$ cat config.mk
export PLATFORM = sky130hd
export DESIGN_NAME = mem_port_arbiter
export DESIGN_NICKNAME = d
export VERILOG_FILES = /design/src/rtl/mem_port_arbiter.sv
export SDC_FILE = /design/constraint.sdc
export NUM_CORES = 1
export LEC_CHECK = 0
export BUFFER_PORTS_ARGS = -buffer_cell sky130_fd_sc_hd__clkbuf_2
export CAP_MARGIN = 20
export CELL_PAD_IN_SITES_DETAIL_PLACEMENT = 1
export CELL_PAD_IN_SITES_GLOBAL_PLACEMENT = 1
export CORE_MARGIN = 10
export CORE_UTILIZATION = 15
export DETAILED_ROUTE_END_ITERATION = 8
export PLACE_DENSITY_LB_ADDON = 0.25
export SLEW_MARGIN = 10
export SYNTH_ARGS = -nofsm -noshare
export SYNTH_HDL_FRONTEND = slang
export SYNTH_SLANG_ARGS = --single-unit
$ cat constraint.sdc
create_clock -name clk -period 1.2 [get_ports clk]
set_input_delay 0.18 -clock clk [delete_from_list [all_inputs] [get_ports clk]]
set_output_delay 0.18 -clock clk [all_outputs]
set_load 0.005 [all_outputs]
$ cat src/rtl/mem_port_arbiter.sv
// Two-to-one arbiter sharing a single-ported memory between the instruction-fetch
// port and the load/store data port. It keeps one transaction in flight at a time.
// Data wins by default. A streak counter hands the slot to a waiting fetch after
// STREAK consecutive data grants. flush_i abandons or silences the pending fetch.
module mem_port_arbiter #(
    parameter int unsigned ADDR_WIDTH = 32,
    parameter int unsigned DATA_WIDTH = 32,
    parameter int unsigned BE_WIDTH   = 4,
    parameter int unsigned STREAK     = 4
) (
    input  logic                  clk,
    input  logic                  rst_n,

    // Instruction-fetch port
    input  logic                  i_req_i,
    input  logic [ADDR_WIDTH-1:0] i_addr_i,
    output logic                  i_gnt_o,
    output logic                  i_rvalid_o,
    output logic [DATA_WIDTH-1:0] i_rdata_o,
    input  logic                  flush_i,

    // Load/store data port
    input  logic                  d_req_i,
    input  logic                  d_wr_i,
    input  logic [ADDR_WIDTH-1:0] d_addr_i,
    input  logic [DATA_WIDTH-1:0] d_wdata_i,
    input  logic [BE_WIDTH-1:0]   d_be_i,
    output logic                  d_gnt_o,
    output logic                  d_rvalid_o,
    output logic [DATA_WIDTH-1:0] d_rdata_o,

    // Memory port
    output logic                  m_req_o,
    output logic                  m_wr_o,
    output logic [ADDR_WIDTH-1:0] m_addr_o,
    output logic [DATA_WIDTH-1:0] m_wdata_o,
    output logic [BE_WIDTH-1:0]   m_be_o,
    input  logic                  m_gnt_i,
    input  logic                  m_rvalid_i,
    input  logic [DATA_WIDTH-1:0] m_rdata_i
);

    localparam int unsigned StreakW = $clog2(STREAK + 1);
    localparam logic [StreakW-1:0] StreakMax = StreakW'(STREAK);

    typedef enum logic [1:0] {
        StIdle,
        StReq,
        StWait
    } state_e;

    state_e              state_q, state_d;
    logic                owner_q, owner_d;   // 0 = instr, 1 = data
    logic                drop_q, drop_d;     // outstanding fetch response to be discarded
    logic [StreakW-1:0]  streak_q, streak_d;

    logic in_req;
    logic in_wait;
    logic arb_en;
    logic force_instr;
    logic win_data;
    logic win_instr;
    logic rsp;

    assign in_req  = (state_q == StReq);
    assign in_wait = (state_q == StWait);
    assign rsp     = in_wait && m_rvalid_i;

    // Winner selection on the current cycle's request inputs
    always_comb begin
        force_instr = i_req_i && !flush_i && (streak_q == StreakMax);
        win_data    = d_req_i && !force_instr;
        win_instr   = !win_data && i_req_i && !flush_i;
    end

    // Next-state for FSM, owner and drop flag
    always_comb begin
        state_d = state_q;
        owner_d = owner_q;
        drop_d  = drop_q;
        arb_en  = 1'b0;

        unique case (state_q)
            StIdle: begin
                arb_en = 1'b1;
            end
            StReq: begin
                if (m_gnt_i) begin
                    state_d = StWait;
                    // Grant taken but the response belongs to a flushed stream
                    if (!owner_q && flush_i) begin
                        drop_d = 1'b1;
                    end
                end else if (!owner_q && flush_i) begin
                    state_d = StIdle;
                end
            end
            StWait: begin
                if (!owner_q && flush_i) begin
                    drop_d = 1'b1;
                end
                if (m_rvalid_i) begin
                    arb_en = 1'b1;
                    drop_d = 1'b0;
                end
            end
            default: begin
                state_d = StIdle;
            end
        endcase

        if (arb_en) begin
            if (win_data) begin
                state_d = StReq;
                owner_d = 1'b1;
            end else if (win_instr) begin
                state_d = StReq;
                owner_d = 1'b0;
            end else begin
                state_d = StIdle;
            end
        end
    end

    // Streak of data grants taken while a fetch is waiting
    always_comb begin
        streak_d = streak_q;
        if (i_gnt_o || !i_req_i) begin
            streak_d = '0;
        end else if (d_gnt_o && (streak_q != StreakMax)) begin
            streak_d = streak_q + StreakW'(1);
        end
    end

    // Grant/response qualification and memory-side muxing
    always_comb begin
        m_req_o    = in_req;
        i_gnt_o    = in_req && !owner_q && m_gnt_i;
        d_gnt_o    = in_req && owner_q && m_gnt_i;
        i_rvalid_o = rsp && !owner_q && !drop_q && !flush_i;
        d_rvalid_o = rsp && owner_q;
        i_rdata_o  = m_rdata_i;
        d_rdata_o  = m_rdata_i;

        if (owner_q) begin
            m_addr_o  = d_addr_i;
            m_wr_o    = d_wr_i;
            m_wdata_o = d_wdata_i;
            m_be_o    = d_be_i;
        end else begin
            m_addr_o  = i_addr_i;
            m_wr_o    = 1'b0;
            m_wdata_o = '0;
            m_be_o    = '1;
        end
    end

    // State registers
    always_ff @(posedge clk or negedge rst_n) begin
        if (!rst_n) begin
            state_q  <= StIdle;
            owner_q  <= 1'b0;
            drop_q   <= 1'b0;
            streak_q <= '0;
        end else begin
            state_q  <= state_d;
            owner_q  <= owner_d;
            drop_q   <= drop_d;
            streak_q <= streak_d;
        end
    end

endmodule
* Word level (Yosys, flattened, before mapping)
Cells that the tools add are included.
** Word-level totals
- Bits in registers :: 7
- Output and inout port bits :: 138
- Logic and storage cells :: 63
** Cells by class
- Equality and inequality tests :: 7
- $add $sub $neg :: 1
- Reduce and logical (&&, ||, !) cells :: 31
- Mux-type cells :: 20
** Operators with widths (count)
- $mux W32 :: 2
- $logic_and A1 B1 Y1 :: 16
- $mux W1 :: 9
- $logic_not A1 Y1 :: 6
- $mux W2 :: 3
- $mux W3 :: 2
- $reduce_and A2 Y1 :: 3
- $reduce_bool A2 Y1 :: 3
- $mux W4 :: 1
- $ne A4 B2 Y1 const B :: 1
- $pmux W1 S2 :: 2
- $pmux W2 S2 :: 1
- $add A3 B1 Y3 const B :: 1
- $eq A3 B3 Y1 const B :: 1
- $ne A3 B3 Y1 const B :: 1
- $eq A2 B1 Y1 const B :: 1
- $eq A2 B2 Y1 const B :: 1
- $logic_not A2 Y1 :: 1
- $ne A2 B1 Y1 const B :: 1
- $ne A2 B2 Y1 const B :: 1
- $reduce_or A2 Y1 :: 1
- $logic_or A1 B1 Y1 :: 1

* Longest topological paths before layout
Gate-level depths: netlist (run 1).
- Word-level depth :: 11
- Mapped depth :: 5

* Worst setup path after synthesis (run 1)
Ideal clock, no wire load.
- Path type :: register to output
- Start :: register owner_q
- End :: output port m_addr_o[10]
- Stages on the path, launching flop included :: 4
- Arrival time :: 0.980 ns
- Slack :: 0.040 ns
- Data required time :: 1.020 ns
- Cell sequence :: dfrtp_1 > buf_4 > buf_2 > mux2_2
** Between the ends
- Longest elaborated chain between the ends :: 1
** RTL lines
- start: declaration :: line 53 : logic owner_q, owner_d;
- start signal: assignment :: line 167 : owner_q <= owner_d;
- $mux W32 :: line 145 : if (owner_q) begin
- end: declaration :: line 35 : output logic [ADDR_WIDTH-1:0] m_addr_o,
Every way passes these cells.

* Worst setup path after layout (run 1)
- Start :: register owner_q
- End :: output port m_addr_o[9]
Same word-level chain as after synthesis.

==> summary.md, run 1 <==
| Metric | Value |
|---|---|
| Layout cells sized above 1 | `0.790` |
| Worst Path Required | `1020 ps` |
| Critical path class | `flop to output pin` |
| Area Growth Syn to Fin | `60.4%` |
| GRT Util Overall | `0.0854` |
| Vias in the first global route | `1960` |
| Antenna violations before repair | `0` |
| Critical Path Sink Type | `output pin` |
| Cell family with most CP delay | `flip-flops` |
| Maximum VDD drop | `0.581 mV` |
| Sequential fraction of the synthesis area | `0.112` |
| RSZ-0062 raised after global routing | `yes` |
| Synth area leaders | `buf_4 (31%), mux2_2 (23%), and2_1 (13%)` |
| Num rows | `37` |
| Top-area cell type share of the netlist area | `0.312` |
| Final Slew Violations | `0` |
| Fin cells | `455` |
| Placeable Area | `just over 0.01 sq mm` |
| Iter 0 DRT Violations | `11` |
| ANT cells | `0` |
| Placer Congestion | `0.812` |
| First-pass GRT wire length | `10400 microns` |
| Clock tree buffer depth | `2` |
| Die Height | `around 120 microns` |
| Nets | `462` |
| Ys async rst share | `1.00` |
| Clock root cell | `clkbuf_8` |
| Cells along the critical path | `buf_12 > mux2_2 > clkbuf_2` |
| Inst Count DP | `442` |
| Headroom to the max-slew limit | `0.839` |
| Synth warnings | `0` |
| Clock skew | `1.46 ps` |
| Buffers added on ports | `181` |
| Synth Flop Type | `dfrtp_1` |
| I/O pin cnt | `278` |
| CTS sink cnt | `7` |
| Worst slew pin tran | `240 ps` |
| HPWL after detailed placement | `6620 microns` |
| Worst path slowest cell | `dfrtp_2` |
| Clk pin slew, worst setup/hold paths | `40 ps` |
| FF+latch count, synth | `7` |
| Initial Util | `0.153` |
| Pleak | `roughly 1.4 nW` |
| Max-cap viol count | `0` |
| Critical Path Max Stage Delay | `450 ps` |
| Number of flops mapped to enable cells by yosys | `0` |
| Final hold vios | `0` |
| Final core area utilization | `0.245` |
| Pin count of the biggest net entering global routing | `39` |
| Final wirelength | `7810 microns` |
| Die area | `0.0149 sq mm` |
| Min cycle time layout | `1520 ps` |
| Most numerous cell in the Yosys netlist | `buf_4` |
| Synth top cells by count | `buf_4 (65), and2_1 (33), mux2_2 (32), dfrtp_1 (7), nand2b_1 (5)` |
| Count of cell types in the netlist | `34` |
| Net Count, Synth | `330` |
| # DRC | `0` |
| Critical path data arrival time | `1340 ps` |
| H-tree Lvls | `1` |
| Pwr dens | `between 1500 and 2000 mW/mm^2` |
| Synthesized area per cell | `8.32 sq um` |
| Chip Width | `122 microns` |
| Failing checks | `setup timing` |
| Routed via count | `around 1800` |
| Detail Route Antenna Nets | `0` |
| CP startpoint kind | `flop` |
| WP buf/inv | `2` |
| Achievable frequency | `659 MHz` |
| Setup WS post-layout | `-318 ps` |
| Post-route clock period utilization | `1.26` |
| Maximum fanout along the worst path | `19` |
| TritonCTS clock tree | `built` |
| Clk Latency, worst-skew pair | `230 ps` |
| Yosys top cell by area | `buf_4` |
| DR WL/cell | `between 15 and 20 microns` |
| Mapped Area | `0.00156 sq mm` |
| Status | `finished with violations` |
| Remaining Overflow, GRT | `0` |
| Hold Path Class | `input pin to flop` |
| Instance count of the mapped netlist | `188` |
| Total CTS buffers | `3` |
| Vias per cell | `3.92` |
| Final setup violation count | `78` |
| Pre-antenna DRT Iters | `3` |
[report_power, final]
part	internal, W	switching [W]	leakage [nW]
Combinational	0.00205	0.00145	1.29
Sequential	0.000318	0.0000992	0.0886
Clock	0.000231	0.000113	0.0228
[cells by family (layout without fill, tap and decap cells)]
kind of cell / count (synthesis) / in the layout / share of synthesized area
compound gates: 12 / 12 / 0.0552
fa+ha+maj: 2 / 2 / 0.0160
buf+inv: 76 / 207 / 0.347
flops: 7 / 7 / 0.112
mux: 32 / 32 / 0.230
simple gates: 59 / 59 / 0.239
[placed cells by master (no fill, tap or decap), types with 3 or more instances in the layout]
cell,n
and2_1,33
buf_4,11
buf_6,6
clkbuf_2,176
clkbuf_8,4
dfrtp_1,6
inv_1,3
mux2_2,21
mux2_4,11
nand2_1,3
nand2b_4,4
nand3b_1,3
[metrics by stage]
stage | area [sq um] | setup slack (ps) | power (W) | setup TNS (ps) | hold slack (ps)
3_5_place_dp | 2210 | -97.7 | 0.00332 | -2280 | 39.3
2_1_floorplan | 1560 | 40.0 | 0.00207 | 0 | -116
3_3_place_gp | 2210 | -72.4 | 0.00330 | -1710 | 38.0
5_1_grt | 2510 | -371 | 0.00467 | -22840 | 195
4_1_cts | 2340 | -352 | 0.00385 | -15600 | 183
6_report | 2510 | -318 | 0.00427 | -18510 | 184
[registers in the layout, indices dropped and copies added (netlist names)]
name,count
streak_q,3
state_q,2
drop_q,1
owner_q,1
[path summary, 6_finish.rpt]
kind	startpoint	end	slack, ps	cells after the start
worst max-delay path	owner_q	m_addr_o[9]	-320	3
worst min-delay path	d_req_i	owner_q	180	2
worst max register to register	owner_q	streak_q[0]	-50	4
worst min register to register	drop_q	drop_q	510	1
max in group asynchronous	rst_n	owner_q	670	2
min in group asynchronous	rst_n	streak_q[2]	340	2
[timing repair]
action | 4_1_cts | 5_1_grt
gates cloned | 0 | 2
hold buffers | 1 | 0
endpoints found under the hold margin | 7 | 0
resized for setup | 12 | 22
setup buffers | 3 | 5
pin swaps | 2 | 1
setup endpoints to repair | 75 | 79
[cell type report]
type	count	area (sq um)
Clock buffer	4	45.0
Multi-Input combinational cell	105	956
Fill cell	1281	7720
Tap cell	136	170
Timing Repair Buffer	200	1150
Inverter	3	11.3
Sequential cell	7	176
[per-layer routing]
metal | wire length [microns] | part of all wire | up-vias | track usage
met5 | 0 | 0 | - | 0
met4 | 242 | 0.031 | 0 | 0.0346
met3 | 1050 | 0.13 | 36 | 0.0472
met2 | 3890 | 0.50 | 127 | 0.153
met1 | 2620 | 0.34 | 799 | 0.0791
li1 | - | - | 822 | -
Power figures use the tool's default switching activity.
==> run 2, diff against run 1 <==
--- a/config.mk
+++ b/config.mk
@@ -5,13 +5,14 @@
 export SDC_FILE = /design/constraint.sdc
 export NUM_CORES = 1
 export LEC_CHECK = 0
-export BUFFER_PORTS_ARGS = -buffer_cell sky130_fd_sc_hd__clkbuf_2
+export BUFFER_PORTS_ARGS = -buffer_cell sky130_fd_sc_hd__buf_2
 export CAP_MARGIN = 20
 export CELL_PAD_IN_SITES_DETAIL_PLACEMENT = 1
 export CELL_PAD_IN_SITES_GLOBAL_PLACEMENT = 1
 export CORE_MARGIN = 10
 export CORE_UTILIZATION = 15
 export DETAILED_ROUTE_END_ITERATION = 8
+export HOLD_SLACK_MARGIN = 0.1
 export PLACE_DENSITY_LB_ADDON = 0.25
 export SLEW_MARGIN = 10
 export SYNTH_ARGS = -nofsm -noshare
==> run 2 against run 1 <==
Compared with the run above: the run still ends with setup timing left; register-to-register slack lost 130 ps; highest routed layer unchanged; clock-buffer cell count did not move; clock skew grew 2.7 ps.
==> summary.md, run 2 (same netlist as run 1, synthesis figures left out) <==
| Metric | Value |
|---|---|
| Status | `finished with violations` |
| Failing checks | `setup timing` |
| GRT Util Overall | `0.0929` |
| Max FFs per register | `3` |
| Placer Congestion | `0.841` |
| Clk pin slew, worst setup/hold paths | `40 ps` |
| Final setup violation count | `80` |
| # fillers | `1257` |
| Critical Path Max Stage Delay | `400 ps` |
| Worst slew pin tran | `251 ps` |
| Achievable frequency | `647 MHz` |
| RSZ-0062 raised after global routing | `yes` |
| WP buf/inv | `3` |
| Iter 0 DRT Violations | `60` |
| Power Total | `0.00488 W` |
| Chip Width | `around 120 microns` |
| Setup WS post-layout | `-345 ps` |
| Placeable Area | `0.0102 sq mm` |
| Initial Util | `0.153` |
| Pre-antenna DRT Iters | `4` |
| DR WL/cell | `17.8 microns` |
| # DRC | `0` |
| Maximum fanout along the worst path | `7` |
| Total CTS buffers | `3` |
| Vias per cell | `3.89` |
| Worst hold slack | `186 ps` |
| Final Slew Violations | `0` |
| Commonest non-fill, non-tap cell in the layout | `buf_2` |
| Buffers added on ports | `about 180` |
| CP startpoint kind | `flop` |
| Clock skew | `4.20 ps` |
| Pleak | `around 1.5 nW` |
| Place WS | `-99.4 ps` |
| Remaining Overflow, GRT | `0` |
| Num rows | `37` |
| Worst path slowest cell | `dfrtp_2` |
| ANT cells | `0` |
| Post-route clock period utilization | `1.29` |
| Critical path data arrival time | `1370 ps` |
| H-tree Lvls | `1` |
| Nets | `469` |
| Clk Latency, worst-skew pair | `230 ps` |
| Area Growth Syn to Fin | `73.4%` |
| Cell family with most CP delay | `buffers and inverters` |
| Top Registers | `streak_q x3, state_q x2` |
| Worst Path Required | `1020 ps` |
| Largest Register | `streak_q` |
| Die area | `0.0149 sq mm` |
| Routed via count | `1799` |
| Maximum VDD drop | `0.511 mV` |
| Antenna violations before repair | `0` |
| Die Height | `122 microns` |
| I/O pin cnt | `between 200 and 300` |
| Min cycle time layout | `1550 ps` |
| Clock root cell | `clkbuf_8` |
| Clock tree buffer depth | `2` |
| Commonest cells after routing, fill and taps aside | `buf_2 (161), and2_1 (27), buf_6 (27), mux2_2 (24), buf_4 (12)` |
| Hold Path Class | `input pin to flop` |
| First-pass GRT wire length | `11000 microns` |
| TritonCTS clock tree | `built` |
| Detail Route Antenna Nets | `0` |
| Final wirelength | `around 8200 microns` |
| Layout cells sized above 1 | `0.816` |
| Crit Reg-Reg Startpoint | `owner_q` |
| Pin count of the biggest net entering global routing | `22` |
| Pwr dens | `1800 mW/mm^2` |
| Critical Path Sink Type | `output pin` |
| Crit. Startpoint | `owner_q` |
| HPWL after detailed placement | `6570 microns` |
| Final hold vios | `0` |
| Vias in the first global route | `1940` |
| Critical path class | `flop to output pin` |
| CTS sink cnt | `7` |
| Cells along the critical path | `buf_12 > clkbuf_16 > mux2_4 > buf_6` |
| Headroom to the max-slew limit | `0.832` |
| Post-route setup TNS | `-20780 ps` |
| Max-cap viol count | `0` |
| Hold wc startpoint | `m_rvalid_i` |
==> run 2: changes by cell type in the layout (fill, tap and decap cells not counted), moves of 2 or more <==
cell and change:
and2_1 -6, and2_4 +6, buf_12 +2, buf_2 +160, buf_6 +21, clkbuf_2 -176
mux2_2 +3, mux2_4 -3
==> run 2: where the power goes <==
part	internal [W]	switching, W	total [W]
registers	0.000318	0.0000661	0.000384
clock network	0.000231	0.000117	0.000349
logic	0.00253	0.00162	0.00415
total	0.00308	0.00180	0.00488
==> run 2: metal layers <==
layer | share of wire | wire length [microns] | track usage
met1 | 0.35 | 2910 | 0.0917
met2 | 0.48 | 3960 | 0.164
met3 | 0.13 | 1040 | 0.0389
met4 | 0.038 | 310 | 0.0479
met5 | 0 | 0 | 0
==> run 2: final cells by class <==
cell class                 count  area (sq um)  share of cell area
timing repair buffer         207          1340               0.494
multi-input combinational    105           970               0.357
sequential                     7           176              0.0650
tap                          136           170              0.0627
clock buffer                   4          45.0              0.0166
inverter                       3          11.3             0.00415
==> run 2: timing repair <==
item | 4_1_cts | 5_1_grt
endpoints found under the setup margin | 77 | 80
gates cloned | 2 | 2
hold buffers | 1 | 0
endpoints found under the hold margin | 7 | 0
setup buffers | 8 | 6
pin swaps | 1 | 2
resized for setup | 21 | 41
==> run 2: stage by stage <==
step,utilization,instances,instance area (sq um)
6_report,0.265,462,2710
5_1_grt,0.265,462,2710
4_1_cts,0.241,456,2470
3_5_place_dp,0.216,442,2210
3_3_place_gp,0.216,442,2210
2_1_floorplan,-,188,1560
==> run 2: worst register-to-register path, cell delays in order (launching register included) <==
cell and delay, ps:
dfrtp_2 400, buf_12 150, buf_4 140, buf_12 140, buf_6 130, nand2b_4 140, a21oi_2 100, o21a_1 110
==> run 2: final timing paths <==
path                                      to  slack, ps  cells after the start
worst min-delay path              state_q[1]        190                      2
max in group asynchronous            owner_q        690                      2
min in group asynchronous         state_q[0]        330                      2
worst min register to register        drop_q        550                      1
worst max register to register        drop_q       -180                      7
worst max-delay path            m_addr_o[21]       -350                      4
